## src/rtl/hazard_ctrl.sv

```systemverilog
// Pipeline hazard controller: operand forwarding, load-use stalls, branch redirect and flush.
// Define PERF_CNT_EN to build the stall/flush performance counters; otherwise they read as 0.
module hazard_ctrl #(
    parameter int unsigned LOAD_STALL    = 1,
    parameter int unsigned REDIRECT_HOLD = 1,
    parameter int unsigned CNT_W         = 16
) (
    input  logic             clk,
    input  logic             rst,
    input  logic             id_valid,
    input  logic [4:0]       id_rs,
    input  logic [4:0]       id_rt,
    input  logic [4:0]       ex_rs,
    input  logic [4:0]       ex_rt,
    input  logic [4:0]       ex_rdest,
    input  logic             ex_memread,
    input  logic [4:0]       mem_rdest,
    input  logic             mem_regwrite,
    input  logic [4:0]       wb_rdest,
    input  logic             wb_regwrite,
    input  logic             br_taken,
    input  logic [7:0]       br_target,
    output logic             pc_write,
    output logic             ifid_write,
    output logic             idex_bubble,
    output logic             ifid_flush,
    output logic             exmem_flush,
    output logic             pc_sel,
    output logic [7:0]       pc_target,
    output logic [1:0]       forward_a,
    output logic [1:0]       forward_b,
    output logic [CNT_W-1:0] stall_cnt,
    output logic [CNT_W-1:0] flush_cnt,
    output logic             busy
);
    typedef enum logic [1:0] {StRun, StStall, StHold} state_e;

    // STALL is entered after the first bubble cycle, so it counts LOAD_STALL-1 more cycles.
    localparam logic [2:0] ScntInit = (LOAD_STALL > 1) ? 3'(LOAD_STALL - 2) : 3'd0;
    localparam logic [2:0] HcntInit = 3'(REDIRECT_HOLD - 1);

    state_e     state_q;
    logic [2:0] scnt_q;
    logic [2:0] hcnt_q;
    logic       lu;
    logic       redirect;
    logic       stalling;

    always_comb begin
        forward_a = 2'b00;
        if (mem_regwrite && mem_rdest != 5'd0 && mem_rdest == ex_rs) begin
            forward_a = 2'b01;
        end else if (wb_regwrite && wb_rdest != 5'd0 && wb_rdest == ex_rs) begin
            forward_a = 2'b10;
        end
        forward_b = 2'b00;
        if (mem_regwrite && mem_rdest != 5'd0 && mem_rdest == ex_rt) begin
            forward_b = 2'b01;
        end else if (wb_regwrite && wb_rdest != 5'd0 && wb_rdest == ex_rt) begin
            forward_b = 2'b10;
        end
    end

    assign lu = id_valid && ex_memread && ex_rdest != 5'd0 &&
                (ex_rdest == id_rs || ex_rdest == id_rt);

    // A taken branch outranks any stall; during HOLD both branch and lu are ignored.
    assign redirect = br_taken && state_q != StHold;
    assign stalling = !redirect && ((state_q == StRun && lu) || state_q == StStall);

    assign pc_write    = !stalling;
    assign ifid_write  = !stalling;
    assign idex_bubble = redirect || stalling;
    assign ifid_flush  = redirect;
    assign exmem_flush = redirect;
    assign pc_sel      = redirect;
    assign pc_target   = redirect ? br_target : 8'h00;
    assign busy        = state_q != StRun;

    always_ff @(posedge clk) begin
        if (rst) begin
            state_q <= StRun;
            scnt_q  <= 3'd0;
            hcnt_q  <= 3'd0;
        end else begin
            unique case (state_q)
                StRun: begin
                    if (br_taken) begin
                        state_q <= StHold;
                        hcnt_q  <= HcntInit;
                    end else if (lu && LOAD_STALL > 1) begin
                        state_q <= StStall;
                        scnt_q  <= ScntInit;
                    end
                end
                StStall: begin
                    if (br_taken) begin
                        state_q <= StHold;
                        hcnt_q  <= HcntInit;
                    end else if (scnt_q == 3'd0) begin
                        state_q <= StRun;
                    end else begin
                        scnt_q <= scnt_q - 3'd1;
                    end
                end
                StHold: begin
                    if (hcnt_q == 3'd0) begin
                        state_q <= StRun;
                    end else begin
                        hcnt_q <= hcnt_q - 3'd1;
                    end
                end
                default: state_q <= StRun;
            endcase
        end
    end

`ifdef PERF_CNT_EN
    logic [CNT_W-1:0] stall_cnt_q;
    logic [CNT_W-1:0] flush_cnt_q;

    // Both counters saturate rather than wrap.
    always_ff @(posedge clk) begin
        if (rst) begin
            stall_cnt_q <= '0;
            flush_cnt_q <= '0;
        end else begin
            if (stalling && stall_cnt_q != '1) begin
                stall_cnt_q <= stall_cnt_q + 1'b1;
            end
            if (redirect && flush_cnt_q != '1) begin
                flush_cnt_q <= flush_cnt_q + 1'b1;
            end
        end
    end

    assign stall_cnt = stall_cnt_q;
    assign flush_cnt = flush_cnt_q;
`else
    assign stall_cnt = '0;
    assign flush_cnt = '0;
`endif

endmodule

```

## config.mk

```make
export PLATFORM = sky130hd
export DESIGN_NAME = hazard_ctrl
export DESIGN_NICKNAME = d
export VERILOG_FILES = /design/src/rtl/hazard_ctrl.sv
export SDC_FILE = /design/constraint.sdc
export NUM_CORES = 1
export LEC_CHECK = 0
export CAP_MARGIN = 20
export CORE_MARGIN = 5
export CORE_UTILIZATION = 26
export CTS_CLUSTER_DIAMETER = 120
export CTS_CLUSTER_SIZE = 40
export DETAILED_ROUTE_END_ITERATION = 6
export PLACE_DENSITY_LB_ADDON = 0.12
export SETUP_SLACK_MARGIN = 0.3
export SYNTH_ARGS = -nofsm -noshare
export SYNTH_HDL_FRONTEND = slang
export SYNTH_SLANG_ARGS = --single-unit
```

## constraint.sdc

```tcl
create_clock -name clk -period 2.3 [get_ports clk]
set_input_delay 0.575 -clock clk [delete_from_list [all_inputs] [get_ports clk]]
set_output_delay 0.575 -clock clk [all_outputs]
set_load 0.005 [all_outputs]
```

# Word level (Yosys, flattened, before mapping)
# Cells that the tools add are included.
dict set report op_classes {
  reduce_logical 29
  n_mux 13
  bitwise 2
  magnitude_cmp 0
  multipliers 0
  eq_ne 14
  div 0
  n_addsub 2
  n_shift 0
}
# op n
set ops {}
lappend ops {{$eq 5x5->1} 6}
lappend ops {{$mux 2} 8}
lappend ops {{$reduce_bool 5->1} 3}
lappend ops {{$logic_and 1x1->1} 12}
lappend ops {{$reduce_and 3->1} 3}
lappend ops {{$mux 8} 1}
lappend ops {{$ne 2x2->1 const B} 4}
lappend ops {{$logic_not 3->1} 2}
lappend ops {{$mux 3} 2}
lappend ops {{$pmux 2 s3} 1}
lappend ops {{$pmux 3 s2} 1}
lappend ops {{$sub 3x1->3 const B} 2}
lappend ops {{$reduce_bool 2->1} 2}
lappend ops {{$logic_or 1x1->1} 3}
lappend ops {{$ne 3x2->1 const B} 1}
lappend ops {{$eq 2x1->1 const B} 1}
lappend ops {{$eq 2x2->1 const B} 1}
lappend ops {{$logic_not 1->1} 2}
lappend ops {{$logic_not 2->1} 1}
lappend ops {{$ne 2x1->1 const B} 1}
lappend ops {{$not 1->1} 2}
lappend ops {{$reduce_or 2->1} 1}
dict set report word_totals {
  memories 0
  wordCells 63
  mem_bits_rw 0
  latchBits 0
  romBits 0
  register_bits 8
}

# Logic depth before layout (Yosys ltp)
# Gate-level depths: netlist of run 1.
dict set report depth {
  depth_word 7
  depth_mapped 6
  mapped_depth_nobuf 6
}

# Worst setup path after synthesis of run 1
# OpenSTA, ideal clock, no wires.
dict set report synth_timing {
  kind {input-to-output}
  from {input mem_rdest[1]}
  to {output forward_a[1]}
  arrival_time_ps 1599
  n_path_buf 0
  t_required_ps 1725
  slack_ps 126
  cell_stages 4
  cell_sequence {or4_4 o21ai_2 nor4_1 nor4_2}
}
dict set report synth_via {
  elab_chain_cells 4
}
# item line_no
set synth_lines {}
lappend synth_lines {{from (decl)} 17} ;# input logic [4:0] mem_rdest,
lappend synth_lines {{$reduce_bool 5->1} 51} ;# if (mem_regwrite && mem_rdest != 5'd0 && mem_rdest == ex_rs) begin
lappend synth_lines {{$logic_and 1x1->1} 51}
lappend synth_lines {{$logic_and 1x1->1 *} 51}
lappend synth_lines {{$mux 2 *} 51}
lappend synth_lines {{to (decl)} 30} ;# output logic [1:0] forward_a,
# Mark *: on every way between the ends. The rest lies on a longest branch, timed or not.

# Worst setup path after layout of run 1
dict set report layout_timing {
  from {input mem_rdest[1]}
  to {output forward_b[1]}
}
dict set report layout_via {
  elab_chain_cells 4
}
# item line_no
set layout_lines {}
lappend layout_lines {{$reduce_bool 5->1} 57} ;# if (mem_regwrite && mem_rdest != 5'd0 && mem_rdest == ex_rt) begin
lappend layout_lines {{$logic_and 1x1->1} 57}
lappend layout_lines {{$logic_and 1x1->1 *} 57}
lappend layout_lines {{$mux 2 *} 57}
lappend layout_lines {{to (decl)} 31} ;# output logic [1:0] forward_b,
# Marked as above.

==> results.md, run 1 <==
* # diodes at 0
* CTS hold repair buffers at 0
* Path depth of the worst reg2reg path at 6
* Worst path required time at approximately 1700 ps
* Cells after Synth at approximately 120
* Via count at between 1000 and 1500
* WS Path Type: primary input to output port
* H-tree depth at 1
* Area of placed instances at ~0.0017 mm2
* RSZ-0062 raised after global routing: yes
* FMAX at between 400 and 500 MHz
* Final min period at between 2000 and 2500 ps
* Post-route insts no fill at 260
* # port buffers at 68
* Simple-gate portion of the synthesized area at between 20% and 30%
* Setup ws final at -144 ps
* Vias per Instance at just over 4
* DP Cell Count at 252
* Mapped Avg Cell Area at just under 8 um2
* Synthesis Warnings at 0
* Final period utilization at 106%
* Iter 0 DRT Violations at 8
* Vias in the first global route at about 1100
* Post-synth cell types at 28
* Clk buf depth at 2
* HP Start: hcnt_q[0]$_SDFFE_PP0P_
* Global-route wire length before repair at between 5000 and 6000 um
* Core area at 0.00342 mm2
* Synth top cells by count: buf_4, xor2_1, and2_1
* Remaining antenna violation count at 0
* Cell mode on critical path: buf_6
* Avg WL per Cell at 12.9 um
* Post-route DRC at 0
* Routed WL at approximately 3400 um
* FF-to-FF Start: hcnt_q[1]$_SDFFE_PP0P_
* Row cnt at 21
* Worst-path maximum fanout at 2
* Die Y at 70.3 um
* Synth Area in Adders at between 2 and 3%
* Post-synthesis compound-gate area fraction at ~5.6%
* Hold depth at 2
* Initial Util at 27.7%
* Top FF cell, synth: dfxtp_1
* Final clock skew at 0.285 ps
* Grt ovf at 0
* Dpl hpwl at between 2000 and 3000 um
* Peak supply drop at between 0.2 and 0.25 mV
* Worst path cell trace: buf_6 > or4_4 > o21ai_4 > buf_6 > buf_6 > nor4_4 > nor4_4 > buf_2
* R2R Path End: hcnt_q[0]$_SDFFE_PP0P_
* Initial antenna violation count at 0
* Area growth syn-to-layout at 90.3%
* Clock latency on the worst-skew pair at about 230 ps
* Register area share after synthesis at around 8.5%
* Post-synthesis mux area share at between 3 and 4%
* Post-Synth XOR/XNOR Area at 27.8%
* Status: finished with violations
* Startpoint types: primary input
* Clock sink count at 4
* Design area at around 0.0018 mm2
* Placer Congestion at a little under 0.9
* Crit path DAT at 1870 ps
* Critical path endpoint category: output port
* Clock Root Buffer: clkbuf_4
* Final #Nets at 268
* Top-count cell post-synth: buf_4
* CP peak stage delay at 540 ps
* Leakage at 0.871 nW
* Worst Hold End: hcnt_q[0]$_SDFFE_PP0P_
* Layout cells sized above 1 at between 30 and 40%
* Clock transition at the registers of the reported paths at about 40 ps
* Synth top area cells: buf_4, xor2_1, dfxtp_1
* Largest net degree at the start of global routing at 9
* Io pins at approximately 100
* Asr flop ratio synth at 0%
* Flop2flop setup slack at 1130 ps
* Mapped Area at about 940 um2
* Gr usage total at about an eighth
* Count of final hold-check violations at 0
* Seq cells post-synth at 4
* PD cells at around 230 mW/mm2
* Die Area at approximately 0.0049 mm2
* Share of the synthesized area in the top cell type at 27.8%
* Setup violators final at 3
* Post-synth EDFFs at 0
* Max-Cap Viols at 0
* Pre-Repair DR Iteration Count at 2
* Die Span X at ~70 um
* Setup WS pre-CTS at -947 ps
* TritonCTS clock tree: built
* TritonCTS Buffers at 3
* Hold crit path type: flip-flop to flip-flop
* Failing checks: negative setup slack
* Slowest cell on the critical path: or4_4
* Hold slack at roughly 450 ps
* Main combinational cell family by area after synthesis: buffers and inverters
* Leading area contributor after synthesis: buf_4
* Pins Over Slew Limit at 0
* Setup TNS at -261 ps
==> metrics by stage <==
| step | power, mW | utilization, % |
|---|---|---|
| 3_3_place_gp | 0.322 | 49.8 |
| 5_1_grt | 0.459 | 52.6 |
| 2_1_floorplan | 0.192 | - |
| 6_report | 0.422 | 52.6 |
| 4_1_cts | 0.415 | 51.8 |
| 3_5_place_dp | 0.323 | 49.8 |
==> worst max-delay path by stage <==
stage / slack, ps / from / endpoint / cells past startpoint
2_1_floorplan: 180 / ex_rdest[1] / pc_write / 4
3_3_place_gp: -920 / wb_rdest[4] / forward_a[1] / 6
3_5_place_dp: -950 / wb_rdest[2] / forward_a[1] / 6
4_1_cts: -230 / mem_rdest[2] / forward_b[1] / 7
5_1_grt: -220 / mem_rdest[1] / forward_b[1] / 8
6_report: -140 / mem_rdest[1] / forward_b[1] / 8
==> timing repair <==
| item | in CTS | in global routing |
|---|---|---|
| gates cloned | 1 | 0 |
| pin swaps | 27 | 8 |
| setup buffers | 1 | 3 |
| setup endpoints to repair | 18 | 10 |
| resized for setup | 176 | 30 |
==> final cells by class <==
class | instances | area, um2
Fill cell | 352 | 1620
Multi-Input combinational cell | 108 | 817
Timing Repair Buffer | 96 | 808
Sequential cell | 4 | 81.3
Tap cell | 46 | 57.6
Clock buffer | 3 | 22.5
Inverter | 3 | 11.3
==> sequential cells by signal, summed over array words and instances (netlist names) <==
name / cells
state_q: 1
hcnt_q: 3
==> report_power, final <==
group,leakage [nW],internal (mW),switching (mW)
clock,0.0138,0.0582,0.0266
sequential,0.0328,0.0711,0.00298
combinational,0.824,0.153,0.110
==> worst max-delay path, delay by kind of cell <==
| family | cells | cell delay, ps |
|---|---|---|
| compound gates | 1 | 150 |
| buf+inv | 4 | 430 |
| simple gates | 3 | 700 |
==> cell usage in the layout (no fill, tap or decap), types with 5 or more instances in the layout <==
cell type / instances
and2_1: 8
buf_6: 15
buf_4: 23
xor2_1: 24
clkdlybuf4s15_1: 14
clkbuf_2: 6
conb_1: 32
dlygate4sd2_1: 9
clkdlybuf4s50_1: 11
nor2_1: 5
buf_2: 16
==> per-layer routing <==
| metal | vias up | GRT usage (%) | share of wire (%) | wire [um] |
|---|---|---|---|---|
| li1 | 521 | - | - | - |
| met1 | 466 | 14.1 | 35 | 1170 |
| met2 | 63 | 23.8 | 54 | 1810 |
| met3 | 2 | 3.87 | 10 | 351 |
| met4 | 0 | 2.98 | 0.45 | 15 |
| met5 | - | 0 | 0 | 0 |
==> cells by family (layout without fill, tap and decap cells) <==
logic type / Yosys count / in the layout
muxes: 3 / 3
other: 1 / 32
xor gates and xnor gates: 30 / 30
AOI/OAI and AO/OA: 8 / 8
and+or+nand+nor: 33 / 33
DFF: 4 / 4
adders and majority gates: 2 / 2
buffers and inverters: 40 / 102
No activity file was read; power rests on OpenSTA's default activity.
==> run 2, diff against run 1 <==
- CELL_PAD_IN_SITES_DETAIL_PLACEMENT: default -> 0
- CELL_PAD_IN_SITES_GLOBAL_PLACEMENT: default -> 1
- CORE_UTILIZATION: 26 -> 18
==> run 2 against run 1 <==
Net effect:
- final cell count up 8.8%
- count of clock-buffer cells in the layout unchanged
- largest power group unchanged
- sequential share of layout area fell by 0.14 points
- the flow still finishes with violations (negative setup slack)
- worst hold slack got worse by 4.1 ps
- non-clock buffer count fell by 1
==> results.md, run 2 (synthesized netlist as in run 1, its figures left out) <==
* Max-Cap Viols at 0
* Die Span X at 82.4 um
* Core area at 0.00511 mm2
* Met1 WL at 1200 um
* CP peak stage delay at between 500 and 600 ps
* Worst-path maximum fanout at 2
* Remaining antenna violation count at 0
* Pre-Repair DR Iteration Count at 4
* Critical path buffers and inverters at 3
* Most frequent cells in the layout: conb_1, xor2_1, buf_4, buf_2, buf_6
* TritonCTS Buffers at 3
* Count of final hold-check violations at 0
* Gr usage total at a little under a tenth
* Routed WL at between 3000 and 4000 um
* Startpoint types: primary input
* Row cnt at 26
* TritonCTS clock tree: built
* DR WL met3 at 437 um
* Final #Nets at about 270
* Worst path required time at ~1700 ps
* Commonest non-fill, non-tap cell in the layout: conb_1
* Largest register by flop count: hcnt_q
* CTS hold repair buffers at 0
* Peak supply drop at 0.225 mV
* Clock Root Buffer: clkbuf_8
* Crit path DAT at ~1800 ps
* Design area at between 0.0015 and 0.002 mm2
* Setup violators final at 3
* Final period utilization at 105%
* Flop2flop setup slack at roughly 1100 ps
* Status: finished with violations
* Clock sink count at 4
* # port buffers at 68
* Regs by FF count: hcnt_q x3, state_q x1
* Layout cells sized above 1 at between 40% and 50%
* Failing checks: negative setup slack
* # diodes at 0
* Leakage at 0.891 nW
* Vias per Instance at around 3.7
* Final min period at between 2000 and 2500 ps
* Via count at between 1000 and 1500
* Initial antenna violation count at 0
* Filler Cells Inserted at ~550
* PD cells at around 260 mW/mm2
* Slowest cell on the critical path: or4_4
* Clock transition at the registers of the reported paths at 30 ps
* Placer Congestion at 0.808
* Critical path endpoint category: output port
* Hold slack at 447 ps
* Area of placed instances at ~0.0017 mm2
* Setup WS pre-CTS at -912 ps
* Grt ovf at 0
* Max reg flops at 3
* Area growth syn-to-layout at 93.2%
* Met2 routed WL at 1790 um
* Die Area at 0.00680 mm2
* Cell mode on critical path: buf_6
* Final clock skew at around 0.12 ps
* Iter 0 DRT Violations at 6
* Setup ws final at -114 ps
* Die Y at roughly 80 um
* Global-route wire length before repair at approximately 5000 um
* FMAX at 414 MHz
* Top delay family on crit path: simple AND/OR/NAND/NOR gates
* Worst path cell trace: buf_6 > buf_6 > xor2_1 > or4_4 > nor4_4 > buf_2
* Largest net degree at the start of global routing at 6
* Initial Util at between 10% and 20%
* WS Path Type: primary input to output port
* Top layer in use: met4
* Clock latency on the worst-skew pair at approximately 220 ps
* Io pins at around 100
* RSZ-0062 raised after global routing: yes
* Setup TNS at -279 ps
* Dpl hpwl at between 2000 and 3000 um
* Vias in the first global route at 1116
* Seq. cell area at between 80 and 90 um2
* Clk buf depth at 2
* Avg WL per Cell at 12.2 um
* Post-route DRC at 0
* Pins Over Slew Limit at 0
* H-tree depth at 1
* Multi-input gate area at between 800 and 900 um2
* Hold crit path type: flip-flop to flip-flop
==> run 2: changes by cell type in the layout (fill, tap and decap cells not counted), sizes merged <==
cell           change
clkdlybuf4s50      -1
dlymetal6s2s       +1
dlygate4sd2        +4
clkdlybuf4s15     -10
buf                +1
clkbuf             +4
==> run 2: per-stage QoR <==
stage / power (mW) / utilization, % / instances
2_1_floorplan: 0.192 / - / 152
3_3_place_gp: 0.324 / 33.9 / 276
3_5_place_dp: 0.323 / 33.9 / 276
4_1_cts: 0.476 / 35.6 / 283
5_1_grt: 0.514 / 35.7 / 283
6_report: 0.480 / 35.7 / 283
==> run 2: report_power, final <==
| part | switching [mW] | internal [mW] |
|---|---|---|
| logic | 0.111 | 0.150 |
| clock network | 0.0352 | 0.111 |
| registers | 0.00166 | 0.0709 |
==> run 2: worst reg2reg max path, cell delays in order (launching register included) <==
cell and delay [ps]:
dfxtp_1 280, inv_1 100, ha_1 190, nand2b_1 110
mux2i_1 220, nand2_1 80, a21oi_1 110
==> run 2: timing repair <==
action | CTS | global route
pin swaps | 22 | 16
endpoints found under the setup margin | 18 | 17
gates cloned | 1 | 0
gates resized for setup | 177 | 39
setup buffers | 3 | 0
==> run 2: path summary, 6_finish.rpt <==
| path | startpoint | to | depth (start not counted) |
|---|---|---|---|
| worst max register to register | hcnt_q[1]$_SDFFE_PP0P_ | hcnt_q[0]$_SDFFE_PP0P_ | 6 |
| worst min-delay path | hcnt_q[0]$_SDFFE_PP0P_ | hcnt_q[0]$_SDFFE_PP0P_ | 2 |
| worst max-delay path | wb_rdest[1] | forward_b[1] | 6 |
| worst min register to register | hcnt_q[0]$_SDFFE_PP0P_ | hcnt_q[0]$_SDFFE_PP0P_ | 2 |
==> run 2: metal layers <==
layer,vias up,track usage [%]
li1,519,-
met1,454,9.90
met2,67,17.9
met3,3,2.49
met4,0,1.99
met5,-,0
==> run 2: final cells by class <==
type	count	area share [%]
clock buffer	3	2.26
inverter	3	0.617
multi-input combinational	108	44.3
sequential	4	4.39
tap	70	4.80
timing repair buffer	95	43.6
